File: src/rtl/rob_if.sv
// rob_if: issue, writeback, lookup, commit and flush signals of the reorder
// buffer. The slave modport is the ROB side; master is the core/bench side.
interface rob_if #(
  parameter int ROB_BIT = 3
);
  // issue
  logic               issue_valid;
  logic               issue_has_rd;
  logic [4:0]         issue_rd;
  logic               issue_is_branch;
  logic [ROB_BIT-1:0] rob_tail;
  logic               rob_full;
  logic               debug_rob_empty;
  // writeback buses (A = ALU, B = LSB)
  logic               wbA_valid;
  logic [ROB_BIT-1:0] wbA_entry;
  logic [31:0]        wbA_value;
  logic               wbA_mispredict;
  logic [31:0]        wbA_target;
  logic               wbB_valid;
  logic [ROB_BIT-1:0] wbB_entry;
  logic [31:0]        wbB_value;
  // dependency lookups
  logic [ROB_BIT-1:0] get_rob_entry1;
  logic [ROB_BIT-1:0] get_rob_entry2;
  logic               ready1;
  logic               ready2;
  logic [31:0]        value1;
  logic [31:0]        value2;
  // commit / flush
  logic               rob_commit;
  logic [4:0]         commit_reg_id;
  logic [31:0]        commit_reg_data;
  logic [ROB_BIT-1:0] commit_rob_entry;
  logic               rob_clear_up;
  logic [31:0]        clear_pc;

  modport slave (
    input  issue_valid, issue_has_rd, issue_rd, issue_is_branch,
    output rob_tail, rob_full, debug_rob_empty,
    input  wbA_valid, wbA_entry, wbA_value, wbA_mispredict, wbA_target,
    input  wbB_valid, wbB_entry, wbB_value,
    input  get_rob_entry1, get_rob_entry2,
    output ready1, ready2, value1, value2,
    output rob_commit, commit_reg_id, commit_reg_data, commit_rob_entry,
    output rob_clear_up, clear_pc
  );

  modport master (
    output issue_valid, issue_has_rd, issue_rd, issue_is_branch,
    input  rob_tail, rob_full, debug_rob_empty,
    output wbA_valid, wbA_entry, wbA_value, wbA_mispredict, wbA_target,
    output wbB_valid, wbB_entry, wbB_value,
    output get_rob_entry1, get_rob_entry2,
    input  ready1, ready2, value1, value2,
    input  rob_commit, commit_reg_id, commit_reg_data, commit_rob_entry,
    input  rob_clear_up, clear_pc
  );
endinterface

File: src/rtl/rob_core.sv
// rob_core: reorder buffer with 2**ROB_BIT entries. Allocates in program
// order, collects results from two writeback buses, commits the head in
// order and flushes on a mispredicted branch at the head.
// Optional feature: define ROB_BYPASS_EN to forward same-cycle writebacks
// onto the dependency lookup ports.
module rob_core #(
  parameter int ROB_BIT = 3
) (
  input  logic  clk_in,
  input  logic  rst_in,
  input  logic  rdy_in,
  rob_if.slave  rob
);
  localparam int DEPTH = 1 << ROB_BIT;
  localparam int CW    = ROB_BIT + 1;

  // entry storage
  logic        busy_q      [DEPTH];
  logic        busy_d      [DEPTH];
  logic        ready_q     [DEPTH];
  logic        ready_d     [DEPTH];
  logic        has_rd_q    [DEPTH];
  logic        has_rd_d    [DEPTH];
  logic [4:0]  rd_q        [DEPTH];
  logic [4:0]  rd_d        [DEPTH];
  logic [31:0] value_q     [DEPTH];
  logic [31:0] value_d     [DEPTH];
  logic        is_branch_q [DEPTH];
  logic        is_branch_d [DEPTH];
  logic        mispred_q   [DEPTH];
  logic        mispred_d   [DEPTH];
  logic [31:0] target_q    [DEPTH];
  logic [31:0] target_d    [DEPTH];

  // pointers
  logic [ROB_BIT-1:0] head_q, head_d;
  logic [ROB_BIT-1:0] tail_q, tail_d;
  logic [CW-1:0]      count_q, count_d;

  // registered outputs
  logic               commit_q, commit_d;
  logic [4:0]         commit_id_q, commit_id_d;
  logic [31:0]        commit_data_q, commit_data_d;
  logic [ROB_BIT-1:0] commit_entry_q, commit_entry_d;
  logic               clear_q, clear_d;
  logic [31:0]        clear_pc_q, clear_pc_d;

  logic full;
  logic empty;
  logic commit_fire;
  logic flush;
  logic issue_fire;
  logic wb_a_ok;
  logic wb_b_ok;

  assign full  = (count_q == CW'(DEPTH));
  assign empty = (count_q == '0);

  // The cycle after a flush is dead: no commit, issue or writeback, since
  // anything arriving then belongs to the squashed path.
  assign commit_fire = !clear_q && busy_q[head_q] && ready_q[head_q];
  assign flush       = commit_fire && mispred_q[head_q] && is_branch_q[head_q];
  assign issue_fire  = rob.issue_valid && !clear_q && !flush &&
                       (!full || commit_fire);
  assign wb_a_ok     = rob.wbA_valid && !clear_q && !flush && busy_q[rob.wbA_entry];
  assign wb_b_ok     = rob.wbB_valid && !clear_q && !flush && busy_q[rob.wbB_entry];

  // Next-state: commit frees the head, writebacks land, then issue claims
  // the tail (which may be the entry just freed when the buffer was full).
  always_comb begin
    busy_d         = busy_q;
    ready_d        = ready_q;
    has_rd_d       = has_rd_q;
    rd_d           = rd_q;
    value_d        = value_q;
    is_branch_d    = is_branch_q;
    mispred_d      = mispred_q;
    target_d       = target_q;
    head_d         = head_q;
    tail_d         = tail_q;
    count_d        = count_q;
    commit_d       = 1'b0;
    commit_id_d    = commit_id_q;
    commit_data_d  = commit_data_q;
    commit_entry_d = commit_entry_q;
    clear_d        = 1'b0;
    clear_pc_d     = clear_pc_q;

    if (commit_fire) begin
      busy_d[head_q]  = 1'b0;
      ready_d[head_q] = 1'b0;
      head_d          = head_q + 1'b1;
      commit_d        = 1'b1;
      commit_id_d     = has_rd_q[head_q] ? rd_q[head_q] : 5'd0;
      commit_data_d   = value_q[head_q];
      commit_entry_d  = head_q;
    end

    if (flush) begin
      for (int i = 0; i < DEPTH; i++) begin
        busy_d[i]  = 1'b0;
        ready_d[i] = 1'b0;
      end
      head_d     = '0;
      tail_d     = '0;
      count_d    = '0;
      clear_d    = 1'b1;
      clear_pc_d = target_q[head_q];
    end else begin
      if (wb_b_ok) begin
        ready_d[rob.wbB_entry] = 1'b1;
        value_d[rob.wbB_entry] = rob.wbB_value;
      end
      // A is applied after B so it wins on a shared target
      if (wb_a_ok) begin
        ready_d[rob.wbA_entry]   = 1'b1;
        value_d[rob.wbA_entry]   = rob.wbA_value;
        mispred_d[rob.wbA_entry] = rob.wbA_mispredict;
        target_d[rob.wbA_entry]  = rob.wbA_target;
      end
      if (issue_fire) begin
        busy_d[tail_q]      = 1'b1;
        ready_d[tail_q]     = 1'b0;
        has_rd_d[tail_q]    = rob.issue_has_rd;
        rd_d[tail_q]        = rob.issue_rd;
        is_branch_d[tail_q] = rob.issue_is_branch;
        mispred_d[tail_q]   = 1'b0;
        target_d[tail_q]    = '0;
        value_d[tail_q]     = '0;
        tail_d              = tail_q + 1'b1;
      end
      count_d = count_q + CW'(issue_fire) - CW'(commit_fire);
    end
  end

  // State register; rdy_in low freezes everything including output pulses.
  always_ff @(posedge clk_in) begin
    if (rst_in) begin
      for (int i = 0; i < DEPTH; i++) begin
        busy_q[i]      <= 1'b0;
        ready_q[i]     <= 1'b0;
        has_rd_q[i]    <= 1'b0;
        rd_q[i]        <= '0;
        value_q[i]     <= '0;
        is_branch_q[i] <= 1'b0;
        mispred_q[i]   <= 1'b0;
        target_q[i]    <= '0;
      end
      head_q         <= '0;
      tail_q         <= '0;
      count_q        <= '0;
      commit_q       <= 1'b0;
      commit_id_q    <= '0;
      commit_data_q  <= '0;
      commit_entry_q <= '0;
      clear_q        <= 1'b0;
      clear_pc_q     <= '0;
    end else if (rdy_in) begin
      busy_q         <= busy_d;
      ready_q        <= ready_d;
      has_rd_q       <= has_rd_d;
      rd_q           <= rd_d;
      value_q        <= value_d;
      is_branch_q    <= is_branch_d;
      mispred_q      <= mispred_d;
      target_q       <= target_d;
      head_q         <= head_d;
      tail_q         <= tail_d;
      count_q        <= count_d;
      commit_q       <= commit_d;
      commit_id_q    <= commit_id_d;
      commit_data_q  <= commit_data_d;
      commit_entry_q <= commit_entry_d;
      clear_q        <= clear_d;
      clear_pc_q     <= clear_pc_d;
    end
  end

  // Dependency lookups for the decoder.
  always_comb begin
    rob.ready1 = busy_q[rob.get_rob_entry1] && ready_q[rob.get_rob_entry1];
    rob.value1 = value_q[rob.get_rob_entry1];
    rob.ready2 = busy_q[rob.get_rob_entry2] && ready_q[rob.get_rob_entry2];
    rob.value2 = value_q[rob.get_rob_entry2];
`ifdef ROB_BYPASS_EN
    if (rob.wbA_valid && busy_q[rob.get_rob_entry1] && rob.wbA_entry == rob.get_rob_entry1) begin
      rob.ready1 = 1'b1;
      rob.value1 = rob.wbA_value;
    end else if (rob.wbB_valid && busy_q[rob.get_rob_entry1] && rob.wbB_entry == rob.get_rob_entry1) begin
      rob.ready1 = 1'b1;
      rob.value1 = rob.wbB_value;
    end
    if (rob.wbA_valid && busy_q[rob.get_rob_entry2] && rob.wbA_entry == rob.get_rob_entry2) begin
      rob.ready2 = 1'b1;
      rob.value2 = rob.wbA_value;
    end else if (rob.wbB_valid && busy_q[rob.get_rob_entry2] && rob.wbB_entry == rob.get_rob_entry2) begin
      rob.ready2 = 1'b1;
      rob.value2 = rob.wbB_value;
    end
`else
`endif
  end

  assign rob.rob_tail         = tail_q;
  assign rob.rob_full         = full;
  assign rob.debug_rob_empty  = empty;
  assign rob.rob_commit       = commit_q;
  assign rob.commit_reg_id    = commit_id_q;
  assign rob.commit_reg_data  = commit_data_q;
  assign rob.commit_rob_entry = commit_entry_q;
  assign rob.rob_clear_up     = clear_q;
  assign rob.clear_pc         = clear_pc_q;
endmodule

File: src/flat_wrapper.sv
// flat-port wrapper written by rule: the top's interface ports become plain ports
module rob_core_flat 
#(
  parameter int ROB_BIT = 3
)
  (clk_in, rst_in, rdy_in, rob_issue_valid, rob_issue_has_rd, rob_issue_rd, rob_issue_is_branch, rob_rob_tail, rob_rob_full, rob_debug_rob_empty, rob_wbA_valid, rob_wbA_entry, rob_wbA_value, rob_wbA_mispredict, rob_wbA_target, rob_wbB_valid, rob_wbB_entry, rob_wbB_value, rob_get_rob_entry1, rob_get_rob_entry2, rob_ready1, rob_ready2, rob_value1, rob_value2, rob_rob_commit, rob_commit_reg_id, rob_commit_reg_data, rob_commit_rob_entry, rob_rob_clear_up, rob_clear_pc);
  rob_if #(.ROB_BIT(ROB_BIT)) rob_i ();
  input  logic clk_in;
  input  logic rst_in;
  input  logic rdy_in;
  input wire logic [$bits(rob_i.issue_valid)-1:0] rob_issue_valid;
  input wire logic [$bits(rob_i.issue_has_rd)-1:0] rob_issue_has_rd;
  input wire logic [$bits(rob_i.issue_rd)-1:0] rob_issue_rd;
  input wire logic [$bits(rob_i.issue_is_branch)-1:0] rob_issue_is_branch;
  output wire logic [$bits(rob_i.rob_tail)-1:0] rob_rob_tail;
  output wire logic [$bits(rob_i.rob_full)-1:0] rob_rob_full;
  output wire logic [$bits(rob_i.debug_rob_empty)-1:0] rob_debug_rob_empty;
  input wire logic [$bits(rob_i.wbA_valid)-1:0] rob_wbA_valid;
  input wire logic [$bits(rob_i.wbA_entry)-1:0] rob_wbA_entry;
  input wire logic [$bits(rob_i.wbA_value)-1:0] rob_wbA_value;
  input wire logic [$bits(rob_i.wbA_mispredict)-1:0] rob_wbA_mispredict;
  input wire logic [$bits(rob_i.wbA_target)-1:0] rob_wbA_target;
  input wire logic [$bits(rob_i.wbB_valid)-1:0] rob_wbB_valid;
  input wire logic [$bits(rob_i.wbB_entry)-1:0] rob_wbB_entry;
  input wire logic [$bits(rob_i.wbB_value)-1:0] rob_wbB_value;
  input wire logic [$bits(rob_i.get_rob_entry1)-1:0] rob_get_rob_entry1;
  input wire logic [$bits(rob_i.get_rob_entry2)-1:0] rob_get_rob_entry2;
  output wire logic [$bits(rob_i.ready1)-1:0] rob_ready1;
  output wire logic [$bits(rob_i.ready2)-1:0] rob_ready2;
  output wire logic [$bits(rob_i.value1)-1:0] rob_value1;
  output wire logic [$bits(rob_i.value2)-1:0] rob_value2;
  output wire logic [$bits(rob_i.rob_commit)-1:0] rob_rob_commit;
  output wire logic [$bits(rob_i.commit_reg_id)-1:0] rob_commit_reg_id;
  output wire logic [$bits(rob_i.commit_reg_data)-1:0] rob_commit_reg_data;
  output wire logic [$bits(rob_i.commit_rob_entry)-1:0] rob_commit_rob_entry;
  output wire logic [$bits(rob_i.rob_clear_up)-1:0] rob_rob_clear_up;
  output wire logic [$bits(rob_i.clear_pc)-1:0] rob_clear_pc;
  assign rob_i.issue_valid = rob_issue_valid;
  assign rob_i.issue_has_rd = rob_issue_has_rd;
  assign rob_i.issue_rd = rob_issue_rd;
  assign rob_i.issue_is_branch = rob_issue_is_branch;
  assign rob_rob_tail = rob_i.rob_tail;
  assign rob_rob_full = rob_i.rob_full;
  assign rob_debug_rob_empty = rob_i.debug_rob_empty;
  assign rob_i.wbA_valid = rob_wbA_valid;
  assign rob_i.wbA_entry = rob_wbA_entry;
  assign rob_i.wbA_value = rob_wbA_value;
  assign rob_i.wbA_mispredict = rob_wbA_mispredict;
  assign rob_i.wbA_target = rob_wbA_target;
  assign rob_i.wbB_valid = rob_wbB_valid;
  assign rob_i.wbB_entry = rob_wbB_entry;
  assign rob_i.wbB_value = rob_wbB_value;
  assign rob_i.get_rob_entry1 = rob_get_rob_entry1;
  assign rob_i.get_rob_entry2 = rob_get_rob_entry2;
  assign rob_ready1 = rob_i.ready1;
  assign rob_ready2 = rob_i.ready2;
  assign rob_value1 = rob_i.value1;
  assign rob_value2 = rob_i.value2;
  assign rob_rob_commit = rob_i.rob_commit;
  assign rob_commit_reg_id = rob_i.commit_reg_id;
  assign rob_commit_reg_data = rob_i.commit_reg_data;
  assign rob_commit_rob_entry = rob_i.commit_rob_entry;
  assign rob_rob_clear_up = rob_i.rob_clear_up;
  assign rob_clear_pc = rob_i.clear_pc;
  rob_core #(.ROB_BIT(ROB_BIT)) u_core (.clk_in(clk_in), .rst_in(rst_in), .rdy_in(rdy_in), .rob(rob_i));
endmodule
File: config.mk
export PLATFORM = sky130hd
export DESIGN_NAME = rob_core_flat
export DESIGN_NICKNAME = d
export VERILOG_FILES = /design/src/rtl/rob_if.sv /design/src/rtl/rob_core.sv /design/src/flat_wrapper.sv
export SDC_FILE = /design/constraint.sdc
export NUM_CORES = 2
export LEC_CHECK = 0
export CAP_MARGIN = 20
export CORE_UTILIZATION = 50
export CTS_CLUSTER_DIAMETER = 200
export DETAILED_ROUTE_END_ITERATION = 7
export PLACE_DENSITY = 0.7
export REMOVE_ABC_BUFFERS = 1
export SYNTH_ARGS = -nofsm -noshare
export SYNTH_HDL_FRONTEND = slang
export SYNTH_SLANG_ARGS = --single-unit
File: constraint.sdc
create_clock -name clk_in -period 5.48 [get_ports clk_in]
set_clock_uncertainty 0.05 [all_clocks]
set_input_delay 1.096 -clock clk_in [delete_from_list [all_inputs] [get_ports clk_in]]
set_output_delay 1.096 -clock clk_in [all_outputs]
set_load 0.005 [all_outputs]
# After elaboration in Yosys (flattened, before gate mapping)
# Cells that the tools add are included.
dict set report totals {
  mem_bits_ro 0
  latchBits 0
  input_bits 122
  ff_bits 676
  mem_bits_rw 0
  mem_count 0
  out_inout_bits 145
  elab_cells 239
}
dict set report classes {
  n_reduce_logical 32
  n_bitwise 19
  mul 0
  n_addsub 4
  div_mod_pow 0
  shifts 0
  mux 100
  n_eq_ne 1
  n_lt_le_gt_ge 10
}
# operator n
set op_table {}
lappend op_table {{256-bit 2-to-1 mux} 8}
lappend op_table {{256-bit bitwise mux} 3}
lappend op_table {{256-bit AND} 2}
lappend op_table {{32-bit binary-select mux with 3-bit select} 4}
lappend op_table {{32-bit 2-to-1 mux} 11}
lappend op_table {{32-bit demux with 3-bit select} 3}
lappend op_table {{256-bit NOT} 1}
lappend op_table {{8-bit 2-to-1 mux} 13}
lappend op_table {{40-bit bitwise mux} 1}
lappend op_table {{1-bit binary-select mux with 3-bit select} 11}
lappend op_table {{8-bit AND} 4}
lappend op_table {{1-bit 2-to-1 mux} 28}
lappend op_table {{8-bit bitwise mux} 3}
lappend op_table {{4-bit greater-or-equal comparator (second input constant)} 6}
lappend op_table {{3-bit NOT with 4-bit output} 6}
lappend op_table {{8-bit OR} 3}
lappend op_table {{5-bit 2-to-1 mux} 4}
lappend op_table {{1-bit logical AND} 19}
lappend op_table {{4-bit by 1-bit < comparator with 1-bit output (second input constant)} 4}
lappend op_table {{8-bit NOT} 2}
lappend op_table {{5-bit binary-select mux with 3-bit select} 1}
lappend op_table {{5-bit demux with 3-bit select} 1}
lappend op_table {{1-bit demux with 3-bit select} 4}
lappend op_table {{3-bit 2-to-1 mux} 4}
lappend op_table {{other kinds (12)} 20}

# Depth between registers and ports, before layout
dict set report logic_depth {
  ltp_word 19
  ltp_mapped 17
  ltp_nobuf 12
}

# Worst setup path after synthesis
# OpenSTA, ideal clock, no wires.
dict set report synth_path {
  path_type {input to output}
  start {input rob_get_rob_entry1[0]}
  end {output rob_value1[22]}
  arrival_time_ps 3189
  slack_ps 1145
  path_stages 5
  required_ps 4334
  path_buffers 3
  cell_sequence {clkbuf_1 -> clkbuf_1 -> buf_1 -> mux4_2 -> mux2_2}
}
dict set report synth_between {
  elab_chain_len 4
}
# item line
set synth_rtl {}
lappend synth_rtl {{start, declared} flat_wrapper.sv:26} ;# input wire logic [$bits(rob_i.get_rob_entry1)-1:0] rob_get_rob_entry1;
lappend synth_rtl {{3-bit NOT with 4-bit output (not written as such)} rob_core.sv:182} ;# rob.value1 = value_q[rob.get_rob_entry1];
lappend synth_rtl {{32-bit binary-select mux with 3-bit select} rob_core.sv:182}
lappend synth_rtl {{32-bit 2-to-1 mux (not written as such) (2 in a row)} rob_core.sv:182}
lappend synth_rtl {{end, declared} flat_wrapper.sv:30} ;# output wire logic [$bits(rob_i.value1)-1:0] rob_value1;
# Every way passes these cells. The select of a mux whose other input is x is not followed.

# Worst setup path in the final report
dict set report layout_path {
  start {register u_core.head_q[0]}
  end {register u_core.value_q[42] in the netlist's numbering}
}
dict set report layout_between {
  elab_chain_len 18
  word_cells_on_any_way 34
  cone_classes {mux (18); bitwise (3); reduce/logical (13)}
}
# item line
set layout_rtl {}
lappend layout_rtl {{start, declared} rob_core.sv:36} ;# logic [ROB_BIT-1:0] head_q, head_d;
lappend layout_rtl {{start signal, assigned} rob_core.sv:149} ;# head_q <= '0;
lappend layout_rtl {{start signal, assigned} rob_core.sv:167} ;# head_q <= head_d;
lappend layout_rtl {{3-bit NOT with 4-bit output (not written as such) (*)} {rob_core.sv:61, rob_core.sv:62}}
lappend layout_rtl {{1-bit binary-select mux with 3-bit select} rob_core.sv:61} ;# assign commit_fire = !clear_q && busy_q[head_q] && ready_q[head_q];
lappend layout_rtl {{1-bit 2-to-1 mux (not written as such) (2 in a row)} rob_core.sv:61}
lappend layout_rtl {{1-bit logical AND (2 in a row)} rob_core.sv:61}
lappend layout_rtl {{1-bit logical AND (2 in a row)} rob_core.sv:62} ;# assign flush = commit_fire && mispred_q[head_q] && is_branch_q[head_q];
lappend layout_rtl {{1-bit logical NOT} {rob_core.sv:63, rob_core.sv:65, rob_core.sv:66}}
lappend layout_rtl {{1-bit logical AND (2 in a row)} rob_core.sv:66} ;# assign wb_b_ok = rob.wbB_valid && !clear_q && !flush && busy_q[rob.wbB_entry];
lappend layout_rtl {{256-bit 2-to-1 mux} rob_core.sv:110} ;# if (wb_b_ok) begin
lappend layout_rtl {{256-bit 2-to-1 mux} rob_core.sv:99} ;# if (flush) begin
lappend layout_rtl {{256-bit bitwise mux} rob_core.sv:117} ;# value_d[rob.wbA_entry] = rob.wbA_value;
lappend layout_rtl {{256-bit 2-to-1 mux} rob_core.sv:115} ;# if (wb_a_ok) begin
lappend layout_rtl {{256-bit 2-to-1 mux} rob_core.sv:99}
lappend layout_rtl {{256-bit AND (no source line)} n/a}
lappend layout_rtl {{256-bit 2-to-1 mux} rob_core.sv:121} ;# if (issue_fire) begin
lappend layout_rtl {{end signal, assigned} rob_core.sv:163} ;# value_q <= value_d;
lappend layout_rtl {{end, declared} rob_core.sv:26} ;# logic [31:0] value_q [DEPTH];
# Every way passes the cells marked *; elsewhere a longest branch is shown, timed or not. The select of a mux whose other input is x is not followed.
# A chain may end at the register's enable or synchronous reset.

==> impl_metrics.json <==
{
  "area.growth.synth_to_final_pct": 16.2,
  "max-slew-margin-rel": 0.153,
  "synthFlopType": "sky130_fd_sc_hd__dfxtp_1",
  "maximum_number_of_pins_on_one_net_before_global_route_repair": 76,
  "post_synthesis_mean_instance_area_um2": 9.85,
  "place.port_buffers": 266,
  "nFillCells": 5492,
  "layout.cells.most_common_list": "676 x sky130_fd_sc_hd__dfxtp_1, 379 x sky130_fd_sc_hd__a22o_1, 279 x sky130_fd_sc_hd__o21ai_0, 258 x sky130_fd_sc_hd__clkdlybuf4s50_1, 218 x sky130_fd_sc_hd__nand2_1",
  "outcome": "finished with violations",
  "worstPathArrival_ps": 5210,
  "dpl.hpwl_um": 77100,
  "critical_path.endpoint": "u_core.value_q[42]",
  "cpLargestDelayFamily": "compound AO/OA/AOI/OAI gates",
  "grt_resource_usage_total": 0.383,
  "chipWidth_um": 261,
  "first_global_vias": 32400,
  "cts_num_sinks": 676,
  "final_layout_size_suffix_gt1_frac": 0.136,
  "critical_path.cell_chain": "mux2i_1, a21oi_1, o211ai_2, o22ai_1, a211oi_4, a21o_1, a221o_1",
  "cp_num_cells": 7,
  "final_min_period_over_clock_period": 0.855,
  "violations": "design-rule violations",
  "gr-total-overflow": 0,
  "synth_area_um2": 33600,
  "synth-edff-count": 0,
  "clk_path_buf_depth": 3,
  "regToRegEndpoint": "u_core.value_q[42]",
  "netlist-cell-type-count": 78,
  "finalNetCount": 3584,
  "cap_violations": 0,
  "synth-seq-cells": 676,
  "path_buf_inv": 0,
  "design.die.area_um2": 68300,
  "ir_worst_vdd_uv": 258,
  "rsz0062_at_grt": "false",
  "setup.reg_to_reg.worst_slack_ps": 790,
  "cpMaxStageDelayCell": "sky130_fd_sc_hd__a211oi_4",
  "cts-hold-fix-buffers": 0,
  "yosysSeqAreaShare": 0.402,
  "final_core_utilization": 0.591,
  "crit_path_start": "u_core.head_q[0]",
  "async_reset_ff_frac": 0,
  "clk_root_buffer_cell": "sky130_fd_sc_hd__clkbuf_16",
  "route.detailed.drc": 41,
  "power.total_mw": 10.8,
  "setup_violations": 0,
  "critPathKind": "reg2reg",
  "number_of_antenna_violations_at_the_first_check_in_global_routing": 15,
  "boundaryPins": 267,
  "cts_resized": 0,
  "finalWorstPathRequiredPeriod_ps": 4690,
  "final_design_area_no_fill_um2": 39100,
  "num_rows": 94,
  "crit_path_end_kind": "register",
  "slew_viol_final": 0,
  "synthesis.instances": 3414,
  "detail-route-antenna-nets": 0,
  "power_per_cell_area_nw_per_um2": 277,
  "htree_levels": 3,
  "rr_worst_depth": 7,
  "number_of_buffers_inserted_during_clock_tree_synthesis": 72,
  "fin_hold_ws_ps": 405,
  "initial_core_util": 0.509,
  "place.gp.congestion": 0.956,
  "area_post_placement_um2": 36700,
  "first_pass_iters": 8,
  "clkSlewWorstSetupHoldPaths_ps": 60,
  "number_of_setup_buffers_added_after_cts": 0,
  "critical-path-max-stage-delay_ps": 960,
  "drt_wl_total_um": 135000,
  "yosys_warnings": 0,
  "tritoncts": "done",
  "vias": 32500,
  "routed_via_density": 7.44,
  "route.detailed.wl_per_inst_um": 30.8,
  "layout.cells.most_common": "sky130_fd_sc_hd__dfxtp_1",
  "critical_path.max_fanout": 19,
  "tightestPinTransition_ps": 1270,
  "first_iter_violations": 4774,
  "global_route_wire_length_before_repair_um": 200000,
  "power.leakage_nw": 13.5,
  "setup.worst_path.start_class": "register",
  "worst-endpoint-required_ps": 6000,
  "launching_point_of_the_worst_reg2reg_path": "u_core.head_q[0]",
  "achievable-frequency_mhz": 213,
  "core_area_um2": 66100,
  "final_hold_violation_count": 0,
  "hp-class": "reg2reg",
  "dieHeight_um": 261,
  "clock_insertion_delay_worst_skew_ps": 650
}
[synthesized netlist by cell type (8+ instances only)]
cell type	instances	area [um2]
sky130_fd_sc_hd__mux4_2	134	3020
sky130_fd_sc_hd__buf_1	58	218
sky130_fd_sc_hd__clkbuf_2	9	45.0
sky130_fd_sc_hd__mux2i_1	76	761
sky130_fd_sc_hd__buf_2	96	480
sky130_fd_sc_hd__nor2_1	164	616
sky130_fd_sc_hd__nand3_1	19	95.1
sky130_fd_sc_hd__a32oi_1	85	744
sky130_fd_sc_hd__a22o_1	379	3320
sky130_fd_sc_hd__a221oi_1	133	1160
sky130_fd_sc_hd__a21boi_0	32	240
sky130_fd_sc_hd__buf_4	22	165
sky130_fd_sc_hd__o21ai_0	279	1400
sky130_fd_sc_hd__dfxtp_1	676	13500
sky130_fd_sc_hd__clkbuf_1	200	751
sky130_fd_sc_hd__nand2_1	218	818
sky130_fd_sc_hd__nor3b_1	106	796
sky130_fd_sc_hd__and2_1	9	56.3
sky130_fd_sc_hd__a22oi_1	21	158
sky130_fd_sc_hd__a311oi_1	64	561
sky130_fd_sc_hd__o21ai_1	65	325
sky130_fd_sc_hd__a211oi_1	106	796
sky130_fd_sc_hd__ha_1	8	100
sky130_fd_sc_hd__a21oi_1	44	220
sky130_fd_sc_hd__and3_1	41	257
sky130_fd_sc_hd__nand2b_1	9	56.3
sky130_fd_sc_hd__a221o_1	68	681
sky130_fd_sc_hd__inv_1	74	278
sky130_fd_sc_hd__nor3_1	14	70.1
sky130_fd_sc_hd__nor2b_1	36	225
sky130_fd_sc_hd__mux2_2	65	732
sky130_fd_sc_hd__buf_6	11	124
sky130_fd_sc_hd__a21o_1	10	75.1
[routing by layer]
metal	routed length (um)	GRT usage
met5	104	0
met4	7450	0.214
met3	17700	0.114
met2	60300	0.594
met1	49000	0.476
[cell families (layout without fill, tap and decap cells)]
group                    count (synthesis)  after routing  share of synthesized area
AO/OA/AOI/OAI                         1322           1322                      0.298
XOR/XNOR                                 2              2                   0.000521
adder cells (fa/ha/maj)                  9              9                    0.00357
buffers and inverters                  472            560                     0.0615
flip-flops                             676            676                      0.402
multiplexers                           275            275                      0.134
other                                    0              6                          0
AND/OR/NAND/NOR                        658            658                     0.0994
[power by group]
| part | total [mW] | internal [mW] | leakage [nW] | switching (mW) |
|---|---|---|---|---|
| clock | 5.03 | 2.88 | 1.19 | 2.16 |
| sequential | 4.97 | 4.94 | 5.45 | 0.0334 |
| combinational | 0.840 | 0.277 | 6.88 | 0.562 |
| total | 10.8 | 8.09 | 13.5 | 2.75 |
[worst register-to-register path: stages, from the launching register on]
cell                       delay (ps)
sky130_fd_sc_hd__dfxtp_1          910
sky130_fd_sc_hd__mux2i_1          280
sky130_fd_sc_hd__a21oi_1          120
sky130_fd_sc_hd__o211ai_2         710
sky130_fd_sc_hd__o22ai_1          330
sky130_fd_sc_hd__a211oi_4         960
sky130_fd_sc_hd__a21o_1           960
sky130_fd_sc_hd__a221o_1          320
[worst min path at each step]
stage | end | cells after the start | slack (ps) | startpoint
4_1_cts | u_core.rob.commit_rob_entry[2] | 2 | 410 | u_core.rob.commit_rob_entry[2]
2_1_floorplan | u_core.is_branch_q[1] | 2 | 380 | u_core.is_branch_q[1]
3_3_place_gp | u_core.rd_q[6] | 2 | 390 | u_core.rd_q[6]
5_1_grt | u_core.rob.commit_rob_entry[1] | 2 | 430 | u_core.rob.commit_rob_entry[1]
3_5_place_dp | u_core.rd_q[7] | 2 | 400 | u_core.rd_q[7]
6_report | u_core.rob.commit_rob_entry[2] | 2 | 410 | u_core.rob.commit_rob_entry[2]
[flip-flops by register name (all words and copies together) (netlist names), 4 cells and up]
register	cells
u_core.mispred_q	8
u_core.value_q	256
u_core.is_branch_q	8
u_core.has_rd_q	8
u_core.target_q	256
u_core.ready_q	8
u_core.rd_q	40
u_core.rob.clear_pc	32
u_core.count_q	4
u_core.busy_q	8
u_core.rob.commit_reg_data	32
u_core.rob.commit_reg_id	5
[layout make-up]
| type | count | area [um2] | share of cell area |
|---|---|---|---|
| Timing Repair Buffer | 361 | 3480 | 0.0890 |
| Sequential cell | 676 | 13500 | 0.346 |
| Multi-Input combinational cell | 2266 | 18300 | 0.468 |
| Clock buffer | 98 | 2080 | 0.0532 |
| Clock inverter | 25 | 330 | 0.00845 |
| Antenna cell | 6 | 15.0 | 0.000384 |
| Inverter | 76 | 285 | 0.00730 |
| Tap cell | 864 | 1080 | 0.0277 |
[metrics by stage]
stage | setup TNS [ps] | setup slack, ps | cells
CTS | 0 | 950 | 4365
detailed placement | 0 | 806 | 4242
global route | 0 | 722 | 4367
floorplan | -2294970 | -4460 | 3018
global placement | 0 | 890 | 4241
finish | 0 | 792 | 4372
No activity file was read; power rests on OpenSTA's default activity.
